--- config.mk ---
export PLATFORM = sky130hd
export DESIGN_NAME = multicycle_controller
export DESIGN_NICKNAME = d
export VERILOG_FILES = /design/src/rtl/multicycle_controller.sv
export SDC_FILE = /design/constraint.sdc
export NUM_CORES = 1
export LEC_CHECK = 0
export CORE_UTILIZATION = 40
export CTS_BUF_LIST = sky130_fd_sc_hd__clkbuf_16
export DETAILED_ROUTE_END_ITERATION = 10
export GPL_TIMING_DRIVEN = 0
export PLACE_DENSITY = 0.8
export SLEW_MARGIN = 20
export SYNTH_ARGS = -nofsm -noshare
export SYNTH_HDL_FRONTEND = slang
export SYNTH_SLANG_ARGS = --single-unit
--- constraint.sdc ---
create_clock -name clk -period 1.5 [get_ports clk]
set_input_delay 0.15 -clock clk [delete_from_list [all_inputs] [get_ports clk]]
set_output_delay 0.15 -clock clk [all_outputs]
set_load 0.01 [all_outputs]
--- src/rtl/multicycle_controller.sv ---
// Multi-cycle RV32I main control FSM: fetch/decode/execute/memory/writeback with memory-ready watchdog and sticky ERR.
// Optional JAL/JALR support under `CTRL_JAL_EN; without it both opcodes decode as illegal and jump stays 0.
module multicycle_controller #(
  parameter int TIMEOUT_CYC = 16
) (
  input  logic       clk,
  input  logic       reset,
  input  logic [6:0] opcode,
  input  logic       mem_ready,
  output logic       pc_write,
  output logic       pc_src,
  output logic       ir_write,
  output logic       i_or_d,
  output logic       alu_src,
  output logic       mem_to_reg,
  output logic       reg_write,
  output logic       mem_read,
  output logic       mem_write,
  output logic [1:0] alu_op,
  output logic       branch,
  output logic       jump,
  output logic       error,
  output logic [2:0] state
);

  localparam int CNT_W = (TIMEOUT_CYC > 0) ? $clog2(TIMEOUT_CYC + 1) : 1;
  localparam bit WDOG_EN = (TIMEOUT_CYC > 0);
  localparam logic [CNT_W-1:0] WDOG_LAST = WDOG_EN ? CNT_W'(TIMEOUT_CYC - 1) : '0;

  localparam logic [6:0] OP_R    = 7'b0110011;
  localparam logic [6:0] OP_I    = 7'b0010011;
  localparam logic [6:0] OP_LW   = 7'b0000011;
  localparam logic [6:0] OP_SW   = 7'b0100011;
  localparam logic [6:0] OP_BR   = 7'b1100011;
  localparam logic [6:0] OP_JAL  = 7'b1101111;
  localparam logic [6:0] OP_JALR = 7'b1100111;

  typedef enum logic [2:0] {
    S_FETCH  = 3'd0,
    S_DECODE = 3'd1,
    S_EXEC   = 3'd2,
    S_MEM    = 3'd3,
    S_WB     = 3'd4,
    S_ERR    = 3'd5
  } state_e;

  state_e           state_q, state_d;
  logic [6:0]       opcode_q, opcode_d;
  logic [CNT_W-1:0] wdog_q, wdog_d;
  logic             wdog_expired;
  logic [CNT_W-1:0] wdog_inc;

  function automatic logic op_legal(input logic [6:0] op);
    case (op)
      OP_R, OP_I, OP_LW, OP_SW, OP_BR: op_legal = 1'b1;
`ifdef CTRL_JAL_EN
      OP_JAL, OP_JALR:                 op_legal = 1'b1;
`endif
      default:                         op_legal = 1'b0;
    endcase
  endfunction

  // Watchdog fires on the last permitted wait cycle only if ready is still low.
  assign wdog_expired = WDOG_EN && (wdog_q == WDOG_LAST);
  assign wdog_inc     = WDOG_EN ? wdog_q + 1'b1 : '0;

  always_comb begin
    state_d  = state_q;
    opcode_d = opcode_q;
    wdog_d   = '0;
    case (state_q)
      S_FETCH: begin
        if (mem_ready)         state_d = S_DECODE;
        else if (wdog_expired) state_d = S_ERR;
        else                   wdog_d  = wdog_inc;
      end
      S_DECODE: begin
        opcode_d = opcode;
        state_d  = op_legal(opcode) ? S_EXEC : S_ERR;
      end
      S_EXEC: begin
        case (opcode_q)
          OP_R, OP_I:   state_d = S_WB;
          OP_LW, OP_SW: state_d = S_MEM;
          OP_BR:        state_d = S_FETCH;
`ifdef CTRL_JAL_EN
          OP_JAL, OP_JALR: state_d = S_WB;
`endif
          default:      state_d = S_ERR;
        endcase
      end
      S_MEM: begin
        if (mem_ready)         state_d = (opcode_q == OP_LW) ? S_WB : S_FETCH;
        else if (wdog_expired) state_d = S_ERR;
        else                   wdog_d  = wdog_inc;
      end
      S_WB:    state_d = S_FETCH;
      S_ERR:   state_d = S_ERR;
      default: state_d = S_ERR;
    endcase
  end

  always_ff @(posedge clk) begin
    if (reset) begin
      state_q  <= S_FETCH;
      opcode_q <= '0;
      wdog_q   <= '0;
    end else begin
      state_q  <= state_d;
      opcode_q <= opcode_d;
      wdog_q   <= wdog_d;
    end
  end

  // IR/PC load in FETCH is qualified by mem_ready so wait cycles never advance the PC.
  always_comb begin
    pc_write   = 1'b0;
    pc_src     = 1'b0;
    ir_write   = 1'b0;
    i_or_d     = 1'b0;
    alu_src    = 1'b0;
    mem_to_reg = 1'b0;
    reg_write  = 1'b0;
    mem_read   = 1'b0;
    mem_write  = 1'b0;
    alu_op     = 2'b00;
    branch     = 1'b0;
    jump       = 1'b0;
    error      = 1'b0;
    state      = 3'd0;
    if (!reset) begin
      state = state_q;
      case (state_q)
        S_FETCH: begin
          mem_read = 1'b1;
          ir_write = mem_ready;
          pc_write = mem_ready;
        end
        S_EXEC: begin
          case (opcode_q)
            OP_R: alu_op = 2'b10;
            OP_I: begin
              alu_src = 1'b1;
              alu_op  = 2'b10;
            end
            OP_LW, OP_SW: alu_src = 1'b1;
            OP_BR: begin
              alu_op   = 2'b01;
              branch   = 1'b1;
              pc_src   = 1'b1;
              pc_write = 1'b1;
            end
`ifdef CTRL_JAL_EN
            OP_JAL, OP_JALR: begin
              jump     = 1'b1;
              alu_src  = (opcode_q == OP_JALR);
              pc_write = 1'b1;
              pc_src   = 1'b1;
            end
`endif
            default: ;
          endcase
        end
        S_MEM: begin
          i_or_d    = 1'b1;
          mem_read  = (opcode_q == OP_LW);
          mem_write = (opcode_q == OP_SW);
        end
        S_WB: begin
          reg_write  = 1'b1;
          mem_to_reg = (opcode_q == OP_LW);
        end
        S_ERR:   error = 1'b1;
        default: ;
      endcase
    end
  end

endmodule

## Word level (Yosys, flattened, before mapping)

Index checks and enable logic that the tools add are counted.

| storage, ports and cells | value |
|---|---|
| register bits after elaboration | 15 |
| input bits | 10 |
| word-level logic and storage cells | 63 |

| cells by class | value |
|---|---|
| $add $sub $neg | 1 |
| eq/ne operators | 16 |
| muxes and demuxes | 35 |
| bitwise logic cells | 1 |
| reduce and logical (&&, ||, !) cells | 7 |

Operators by type and width:

| kind | number |
|---|---|
| 7-bit by 6-bit == test with 1-bit output (second input constant) | 4 |
| 1-bit 2-to-1 mux | 22 |
| 3-bit 2-to-1 mux | 6 |
| 3-bit one-hot mux with 5 select lines | 1 |
| 7-bit by 2-bit == test with 1-bit output (second input constant) | 2 |
| 7-bit by 5-bit == test with 1-bit output (second input constant) | 2 |
| 7-bit == test (second input constant) | 2 |
| 3-bit one-hot mux with 3 select lines | 1 |
| 3-bit by 2-bit == test with 1-bit output (second input constant) | 2 |
| 3-bit == test (second input constant) | 2 |
| 2-bit OR reduction | 3 |
| 5-bit by 1-bit adder with 5-bit output (second input constant) | 1 |
| 5-bit by 4-bit == test with 1-bit output (second input constant) | 1 |
| 5-bit OR reduction | 1 |
| 2-bit 2-to-1 mux | 2 |
| 1-bit one-hot mux with 2 select lines | 2 |
| 2-bit one-hot mux with 2 select lines | 1 |
| 4-bit OR reduction | 1 |
| 3-bit by 1-bit == test with 1-bit output (second input constant) | 1 |
| 3-bit zero test | 1 |
| 3-bit OR reduction | 1 |
| 1-bit inverter | 1 |

## Depth between registers and ports, before layout

Gate-level depths: netlist of run 1.

| logic depth | value |
|---|---|
| depth after elaboration | 6 |
| gate-level depth with buffers | 7 |

## Least setup slack after synthesis of run 1

OpenSTA, ideal clock, no wires.

| timing path | value |
|---|---|
| path type | register -> output |
| from | register state_q[1] |
| to | output pc_src |
| data arrival time | 1,380 ps |
| data required time | 1,350 ps |
| path slack | -30 ps |
| stages on the path, launching flop included | 5 |
| path through | dfxtp_1 nor2b_1 nand2_1 nor4_1 buf_4 |

| between the ends | value |
|---|---|
| longest elaborated chain between the ends | 3 |

RTL lines:

| item | line | RTL |
|---|---|---|
| start, declared | 47 | `state_e state_q, state_d;` |
| start signal, assigned | 109 | `state_q <= state_d;` |
| 3-bit by 2-bit == test with 1-bit output | n/a |  |
| 1-bit 2-to-1 mux (2 in a row) | n/a |  |
| end, declared | 11 | `output logic pc_src,` |

Every way passes these cells.

## Worst setup path in the final report of run 1

| timing path | value |
|---|---|
| from | register opcode_q[3] |
| to | output mem_write |

| between the ends | value |
|---|---|
| longest elaborated chain between the ends | 3 |

RTL lines:

| item | line | RTL |
|---|---|---|
| start, declared | 48 | `logic [6:0] opcode_q, opcode_d;` |
| start signal, assigned | 110 | `opcode_q <= opcode_d;` |
| 7-bit by 6-bit == test with 1-bit output | 167 | `mem_write = (opcode_q == OP_SW);` |
| 1-bit 2-to-1 mux | 133 | `case (state_q)` |
| 1-bit 2-to-1 mux | 131 | `if (!reset) begin` |
| end, declared | 18 | `output logic mem_write,` |

Every way passes these cells.

==> impl_results.md, run 1 <==
- 1st-pass router iterations: 4
- CTS tree: done
- Reg2Reg Capture Point: state_q[2]
- Layout Utilization: 74.7%
- Avg Cell Area, Syn: 7.87 sq um
- FMAX: 614 MHz
- Bufs on Longest Clock Path: 2
- Final net count: 158
- Clock Sinks: 15
- Final Skew: 0.00572 ns
- RSZ-0062 raised after global routing: true
- RePlAce Congestion: 0.849
- CP arrival: 1.48 ns
- ANT cells: 0
- DRC viols: 0
- Comb power frac: 26.9%
- DR iter-0 viols: 32
- First-pass GRT wire length: 3920 microns
- Power Density: 970 nW/um^2
- Post-Synth Adder-Cell Area: 2.97%
- Clock slew at reported path FFs: 0.05 ns
- HP Start: wdog_q[0]
- Share of the yosys chip area belonging to registers: 35.7%
- Max-cap violations: 0
- Area Growth Syn to Fin: 74.0%
- Critical Path Source Type: register
- Tmin final: 1.63 ns
- Core Region: 1960 sq um
- Synth Area in XOR/XNOR: 2.08%
- Hold buffers post-CTS: 0
- Worst setup startpoint: opcode_q[3]
- Layout cells sized above 1: 41.4%
- Yosys top cell by area: dfxtp_1
- Vias per cell: 5.77
- Fill cells: 127
- Sequential share of power: 35.8%
- Ranking of synthesized cells by area: dfxtp_1 (36%), a21oi_1 (5.3%), nand2_1 (5.3%)
- Final worst slack: -0.128 ns
- Routed len/inst: 17.4 microns
- Setup TNS: -0.687 ns
- Most frequent cells in the layout: nand2_1 (10), nor2_1 (10), buf_4 (9), a21oi_1 (9), buf_2 (9)
- DIE AREA: 2290 sq um
- Crit. End Element: output port
- Cell-internal power: 977 uW
- Setup Viol. Count Final: 10
- Crit Path Max Fanout: 6
- Crit path to: mem_write
- Vias: 993
- Post-Syn Instances: 107
- Min-Delay Path Class: register to register
- Final period util: 109%
- Antenna Nets Post-Route: 0
- Violated checks: negative setup slack
- Post-synth top area share: 35.7%
- Worst-case reg-to-reg path depth: 6
- Mapped Area: 842 sq um
- Reg2Reg Setup Slack: -0.06 ns
- H-tree depth: 1
- All-Layer GR Usage: 25.2%
- Die X: 47.9 microns
- Initial antenna violation count: 0
- Mux cell area share after synthesis: 0%
- Fin. max-slew vios: 0
- WP data required: 1.35 ns
- Later-pin clock latency in the skew report: 0.25 ns
- CP Class: register to output port
- Worst vdd rail ir drop: 591 uV
- Drt total wl: 2990 microns
- Unique masters post-synth: 38
- Yosys reg bits: 15
- Compound-Gate Fraction of Synth Area: 21.5%
- Main combinational cell family by area after synthesis: simple AND/OR/NAND/NOR gates
- Static leakage: 0.588 nW
- Placed wire-length estimate: 1580 microns
- Rows: 16
- Reg-to-reg startpoint: opcode_q[3]
- Simple-gate share of the synthesized area: 31.6%
- Port bufs: 25
- Worst slew pin tran: 0.562 ns
- Initial cell density of the core: 42.9%
- Largest net degree at the start of global routing: 11
- Syn_nets: 119
- Net Sw Power: 444 uW
- Fin. Hold Viols: 0
- Synthesis Warnings: 0
- Die height: 47.9 microns
- Net Sw Frac: 31.2%
- Num ports: 27
- CTS root buffer: clkbuf_16
- Slew headroom: 62.4%
- Number of buffers created by CTS: 3
- Gr ovfl total: 0
- Run status: finished with violations
- Vias in the first global route: 832
- Clock power frac: 37.3%
==> through the flow <==
stage	area, sq um	hold slack (ns)	worst slack [ns]	total power, mW	std cells
global route	1470	0.474	-0.183	1.47	172
global placement	1140	0.430	-0.693	0.767	159
CTS	1350	0.458	-0.129	1.35	169
floorplan	855	0.286	0.0350	0.658	107
finish	1470	0.454	-0.128	1.42	172
detailed placement	1140	0.445	-0.712	0.781	159
==> layout make-up <==
| type | instances | area (sq um) | area share, % |
|---|---|---|---|
| Multi-Input combinational cell | 82 | 673 | 45.9 |
| Sequential cell | 15 | 325 | 22.2 |
| Timing Repair Buffer | 34 | 280 | 19.1 |
| Clock buffer | 3 | 75.1 | 5.12 |
| Buffer | 6 | 57.6 | 3.93 |
| Tap cell | 27 | 33.8 | 2.31 |
| Inverter | 4 | 15.0 | 1.02 |
| Clock inverter | 1 | 5.00 | 0.342 |
==> worst min-delay path by stage <==
stage | endpoint | slack, ns | depth (start not counted)
global placement | wdog_q[0] | 0.43 | 1
global route | wdog_q[0] | 0.47 | 1
detailed placement | wdog_q[0] | 0.45 | 1
finish | wdog_q[0] | 0.45 | 1
CTS | wdog_q[0] | 0.46 | 1
floorplan | opcode_q[0] | 0.29 | 2
==> synth_stat cells, drive strengths merged <==
cell type,instances
a2111oi,2
a21boi,1
a21oi,9
a2bb2oi,1
a31oi,1
and2,1
and3,2
buf,3
clkbuf,3
conb,1
dfxtp,15
ha,2
inv,4
nand2,12
nand2b,5
nand3,1
nand4,2
nand4bb,1
nor2,12
nor2b,3
nor3,2
nor4,4
nor4b,2
o211ai,1
o21ai,7
o221ai,1
o22ai,1
o311ai,1
o31ai,1
o41ai,1
or2,2
or3,1
xnor2,1
xor2,1
==> state kept, by name, indices dropped and copies added (netlist names) <==
name and flops:
opcode_q 7, state_q 3, wdog_q 5
==> worst max-delay path: stages, from the launching register on <==
cell and delay (ns):
dfxtp_2 0.32, nand4bb_1 0.19, clkbuf_8 0.18, buf_6 0.12, nor3_4 0.12, and3_1 0.17, buf_2 0.12
==> cells by family after synthesis <==
family / Yosys count
and+or+nand+nor: 50
other: 1
AOI/OAI and AO/OA: 27
xor gates and xnor gates: 2
DFF: 15
adders and majority gates: 2
buffers and inverters: 10
==> metal layers <==
layer | vias up | wire (microns) | part of all wire [%] | GRT usage [%]
li1 | 461 | - | - | -
met4 | 0 | 68 | 2.3 | 11.7
met2 | 54 | 1440 | 48 | 45.4
met5 | - | 0 | 0 | 0
met1 | 471 | 1250 | 42 | 29.5
met3 | 7 | 237 | 7.9 | 2.64
==> repair_timing <==
item	4_1_cts	5_1_grt
setup buffers	6	3
pin swaps	11	7
resized for setup	84	21
gates cloned	0	0
endpoints found under the setup margin	22	21
==> power groups by stage <==
stage          Sequential (mW)  Clock, mW  Combinational, mW
2_1_floorplan            0.479          0              0.179
3_3_place_gp             0.489          0              0.278
3_5_place_dp             0.491          0              0.290
4_1_cts                  0.495      0.522              0.333
5_1_grt                  0.510      0.546              0.413
6_report                 0.508      0.530              0.383
Note: power is estimated with default switching activity, not from simulation.
==> run 2, diff against run 1 <==
- CORE_MARGIN: not set -> 2
==> impl_results.md, run 2 (synthesis gave the netlist of run 1 again) <==
- Fin. Hold Viols: 0 (unchanged)
- Final std cells w/o fill: 170 (-1.2%)
- Later-pin clock latency in the skew report: 0.25 ns (about the same)
- Min-Delay Path Class: register to register
- Cell area after layout: 1480 sq um (+0.94%)
- Setup Viol. Count Final: 9 (-1)
- Max-cap violations: 0 (unchanged)
- Antenna Nets Post-Route: 0 (unchanged)
- Number of buffers created by CTS: 3 (unchanged)
- FMAX: 609 MHz (-0.91%)
- Vias in the first global route: 835 (+0.36%)
- Setup TNS: -0.623 ns (+0.0634 ns)
- Power Density: 964 nW/um^2 (-0.62%)
- WP data required: 1.35 ns (about the same)
- Die X: 49.9 microns (+4.2%)
- Run status: finished with violations
- Violated checks: negative setup slack
- ANT cells: 0 (unchanged)
- Crit Path Max Fanout: 5 (-1)
- Biggest regs: opcode_q (7), wdog_q (5), state_q (3)
- Cells along the critical path: nand4bb_4 -> buf_8 -> o31ai_4 -> and2_1 -> buf_2
- Biggest register: opcode_q
- Worst vdd rail ir drop: 858 uV (+45%)
- Drt total wl: 2840 microns (-5.1%)
- Tmin final: 1.64 ns (+0.0149 ns)
- Core Region: 1980 sq um (+1.0%)
- Largest net degree at the start of global routing: 11 (unchanged)
- Critical-path top delay cell: dfxtp_2
- Crit. End Element: output port
- Layout Utilization: 74.6% (about the same)
- Bufs on Longest Clock Path: 2 (unchanged)
- Final net count: 156 (-1.3%)
- Inst Count DP: 159 (unchanged)
- Vias per cell: 5.84 (+1.2%)
- Clock slew at reported path FFs: 0.05 ns (about the same)
- Layout cells sized above 1: 41.3% (-0.12 points)
- DRC viols: 0 (unchanged)
- CP arrival: 1.49 ns (about the same)
- Largest stage delay, worst path: 0.32 ns (about the same)
- CTS root buffer: clkbuf_16
- Initial cell density of the core: 42.5% (-0.43 points)
- Critical Path Source Type: register
- Port bufs: 25 (unchanged)
- Worst-case reg-to-reg path depth: 6 (unchanged)
- Die height: 49.9 microns (+4.2%)
- Rows: 16 (unchanged)
- CTS tree: done
- Vias: 993 (unchanged)
- RePlAce Congestion: 0.803 (-5.4%)
- Hold Path Depth: 2 (+1)
- Placed wire-length estimate: 1480 microns (-6.2%)
- H-tree depth: 1 (unchanged)
- All-Layer GR Usage: 19.7% (-5.5 points)
- Hold buffers post-CTS: 0 (unchanged)
- Gr ovfl total: 0 (unchanged)
- Num ports: 27 (unchanged)
- Final period util: 109% (+0.99 points)
- Final Skew: 0.00144 ns (-0.00428 ns)
- Clock Sinks: 15 (unchanged)
- CP Class: register to output port
- Static leakage: 0.588 nW (about the same)
- DR iter-0 viols: 27 (-16%)
- 1st-pass router iterations: 4 (unchanged)
- Placed cell area: 1140 sq um (unchanged)
- Worst slew pin tran: 0.518 ns (-0.0442 ns)
- Area Growth Syn to Fin: 75.6%
- Slew headroom: 65.3% (+3.0 points)
- First-pass GRT wire length: 3820 microns (-2.7%)
- Most frequent cells in the layout: nand2_1 (11), buf_4 (10), nor2_1 (10)
- Max reg flops: 7 (unchanged)
- DIE AREA: 2490 sq um (+8.5%)
- Fin. max-slew vios: 0 (unchanged)
- Commonest non-fill, non-tap cell in the layout: nand2_1
- RSZ-0062 raised after global routing: true
- Initial antenna violation count: 0 (unchanged)
- Routed len/inst: 16.7 microns (-4.0%)
- Final worst slack: -0.142 ns (-0.0149 ns)
## run 2: where the power goes
group          switching [mW]  internal (mW)
Combinational           0.208          0.178
Clock                   0.171          0.354
Sequential             0.0699          0.445
Total                   0.449          0.977
## run 2: per-layer routing
metal	GRT usage (%)	share of wire, %	up-vias
met2	31.6	51	56
met1	26.3	40	471
met4	6.94	2.7	0
met5	0	0	-
li1	-	-	458
met3	3.64	5.9	8
## run 2: area by class of cell
type	count	area [sq um]
clock inverter	1	3.75
multi-input combinational	82	701
timing repair buffer	32	274
sequential	15	324
tap	27	33.8
fill	129	503
clock buffer	3	75.1
inverter	4	15.0
buffer	6	52.6
## run 2: through the flow
stage          setup WS (ns)  hold WS (ns)  total power, mW
6_report              -0.142         0.483             1.43
5_1_grt               -0.200         0.505             1.48
4_1_cts               -0.228         0.447             1.32
3_5_place_dp          -0.738         0.435            0.775
3_3_place_gp          -0.658         0.430            0.767
2_1_floorplan         0.0350         0.286            0.658
## run 2: worst max-delay path: cells and delay by family, from the launching register on
kind,cells,cell delay (ns)
buffers and inverters,2,0.30
DFF,1,0.32
AOI/OAI and AO/OA,1,0.23
and+or+nand+nor,2,0.39
## run 2: worst paths after layout
kind | from | to | slack [ns]
worst max-delay path | opcode_q[3] | mem_read | -0.14
worst min register to register | opcode_q[3] | opcode_q[3] | 0.48
worst max register to register | opcode_q[3] | state_q[2] | -0.06
worst min-delay path | opcode_q[3] | opcode_q[3] | 0.48
## run 2: what timing repair did
action / 4_1_cts / 5_1_grt
gates resized for setup: 70 / 38
buffers inserted: 3 / 3
hold endpoints to repair: 0 / 0
gates cloned: 0 / 1
pin swaps: 4 / 14
setup endpoints to repair: 22 / 22
==> run 3, diff against run 2 <==
- PLACE_DENSITY: 0.8 -> 0.77
- clock period: 1.5 -> 2.1 ns (I/O delays scaled with it)
==> impl_results.md, run 3 (synthesis gave the netlist of run 1 again) <==
- Top delay family on crit path: simple AND/OR/NAND/NOR gates
- First-pass GRT wire length: 3560 microns (-6.7%)
- Initial cell density of the core: 42.5% (unchanged)
- Num ports: 27 (unchanged)
- All-Layer GR Usage: 18.9% (-0.79 points)
- Fin. Hold Viols: 0 (unchanged)
- ANT cells: 0 (unchanged)
- Critical-path top delay cell: clkdlybuf4s50_1
- CP Class: register to output port
- Placed wire-length estimate: 1480 microns (-0.14%)
- Vias in the first global route: 822 (-1.6%)
- H-tree depth: 1 (unchanged)
- Die height: 49.9 microns (unchanged)
- Largest net degree at the start of global routing: 11 (unchanged)
- Layout Utilization: 65.4% (-9.2 points)
- Fin. max-slew vios: 0 (unchanged)
- Worst path bufs/invs: 1 (-1)
- Vias: 888 (-11%)
- Rows: 16 (unchanged)
- Biggest regs: opcode_q (7), wdog_q (5), state_q (3)
- Vias per cell: 5.45 (-6.7%)
- Commonest non-fill, non-tap cell in the layout: clkdlybuf4s50_1
- Setup Viol. Count Final: 0 (-9)
- Routed len/inst: 12.5 microns (-25%)
- Final period util: 97.3%
- Run status: finished, final reports clean
- Port bufs: 25 (unchanged)
- Max reg flops: 7 (unchanged)
- Final Skew: 0.00233 ns (+0.000893 ns)
- Final net count: 149 (-4.5%)
- Crit. End Element: output port
- Cells along the critical path: nand2_1 -> nor3_2 -> and3_1 -> clkdlybuf4s50_1
- Die X: 49.9 microns (unchanged)
- RePlAce Congestion: 0.787 (-2.0%)
- DR iter-0 viols: 20 (-26%)
- Tmin final: 2.04 ns
- Largest stage delay, worst path: 0.53 ns (+0.21 ns)
- Crit Path Max Fanout: 7 (+2)
- Number of buffers created by CTS: 3 (unchanged)
- CP arrival: 1.83 ns (+0.34 ns)
- Biggest register: opcode_q
- DIE AREA: 2490 sq um (unchanged)
- Static leakage: 0.517 nW (-12%)
- DRC viols: 0 (unchanged)
- CTS root buffer: clkbuf_16
- Cell area after layout: 1300 sq um (-12%)
- FMAX: 489 MHz
- Antenna Nets Post-Route: 0 (unchanged)
- Critical Path Source Type: register
- 1st-pass router iterations: 4 (unchanged)
- Later-pin clock latency in the skew report: 0.24 ns (about the same)
- Max-cap violations: 0 (unchanged)
- Core Region: 1980 sq um (unchanged)
- CTS tree: done
- Placed cell area: 1130 sq um (-1.1%)
- Area Growth Syn to Fin: 53.9%
- Post-CTS Setup Inserts: 0 (-3)
- Gr ovfl total: 0 (unchanged)
- Layout cells sized above 1: 17.6% (-24 points)
- Power Density: 719 nW/um^2 (-25%)
- Final std cells w/o fill: 163 (-4.1%)
- Drt total wl: 2050 microns (-28%)
- Clock Sinks: 15 (unchanged)
- WP data required: 1.89 ns (+0.54 ns)
- Bufs on Longest Clock Path: 2 (unchanged)
- Inst Count DP: 159 (unchanged)
- Clock slew at reported path FFs: 0.05 ns (about the same)
- Worst vdd rail ir drop: 480 uV (-44%)
- Initial antenna violation count: 0 (unchanged)
- Min-Delay Path Class: register to register
- Most frequent cells in the layout: clkdlybuf4s50_1 (19), nand2_1 (11), nor2_1 (11), dfxtp_1 (11), a21oi_1 (9)
[run 3: cell count changes in the layout (fill, tap and decap cells not counted), moves of 2 or more]
cell             delta
ha_4                -2
buf_2               -8
ha_1                +2
dfxtp_1             +5
buf_4               -8
dfxtp_4             -5
clkdlybuf4s50_1    +10
nor4b_4             -2
[run 3: per-stage QoR]
stage,power [mW],hold slack (ns),worst slack [ns],setup TNS [ns]
floorplan,0.469,0.346,0.510,0
global placement,0.547,0.431,-0.251,-0.980
detailed placement,0.553,0.439,-0.290,-1.21
CTS,0.934,0.449,-0.0139,-0.0139
global route,0.994,0.484,-0.00971,-0.00971
finish,0.933,0.450,0.0569,0
[run 3: area by class of cell]
class	count	area [sq um]
Inverter	4	15.0
Multi-Input combinational cell	82	568
Clock buffer	3	75.1
Sequential cell	15	305
Buffer	6	40.0
Clock inverter	1	5.00
Timing Repair Buffer	25	254
Fill cell	158	686
Tap cell	27	33.8
[run 3: worst register-to-register path, cell delays in order, from the launching register on]
cell      delay [ns]
dfxtp_1         0.32
ha_1            0.22
and3_1          0.19
ha_1            0.18
nor2_1          0.17
o22ai_1         0.11
o211ai_1        0.10
o221ai_1        0.16
[run 3: path summary, 6_finish.rpt]
check | cells past startpoint | end | slack, ns | from
worst max-delay path | 4 | mem_write | 0.06 | state_q[0]
worst min-delay path | 1 | wdog_q[0] | 0.45 | wdog_q[0]
worst max register to register | 7 | state_q[0] | 0.51 | wdog_q[0]
worst min register to register | 1 | wdog_q[0] | 0.45 | wdog_q[0]
[run 3: routing by layer]
layer,track usage (%),vias to the layer above,part of all wire [%]
met3,3.94,9,5.6
li1,-,444,-
met1,23.2,396,45
met4,15.3,0,4.0
met2,28.2,39,45
met5,0,-,0
[run 3: timing repair]
item	in CTS	in global routing
setup endpoints to repair	8	7
pin swaps	2	1
endpoints found under the hold margin	0	0
resized for setup	16	12
hold buffers	0	0
[run 3: report_power, final]
part | switching, mW | leakage (nW) | internal, mW
Clock | 0.112 | 0.0409 | 0.254
Sequential | 0.0422 | 0.124 | 0.315
Combinational | 0.112 | 0.352 | 0.0979
Total | 0.266 | 0.517 | 0.667
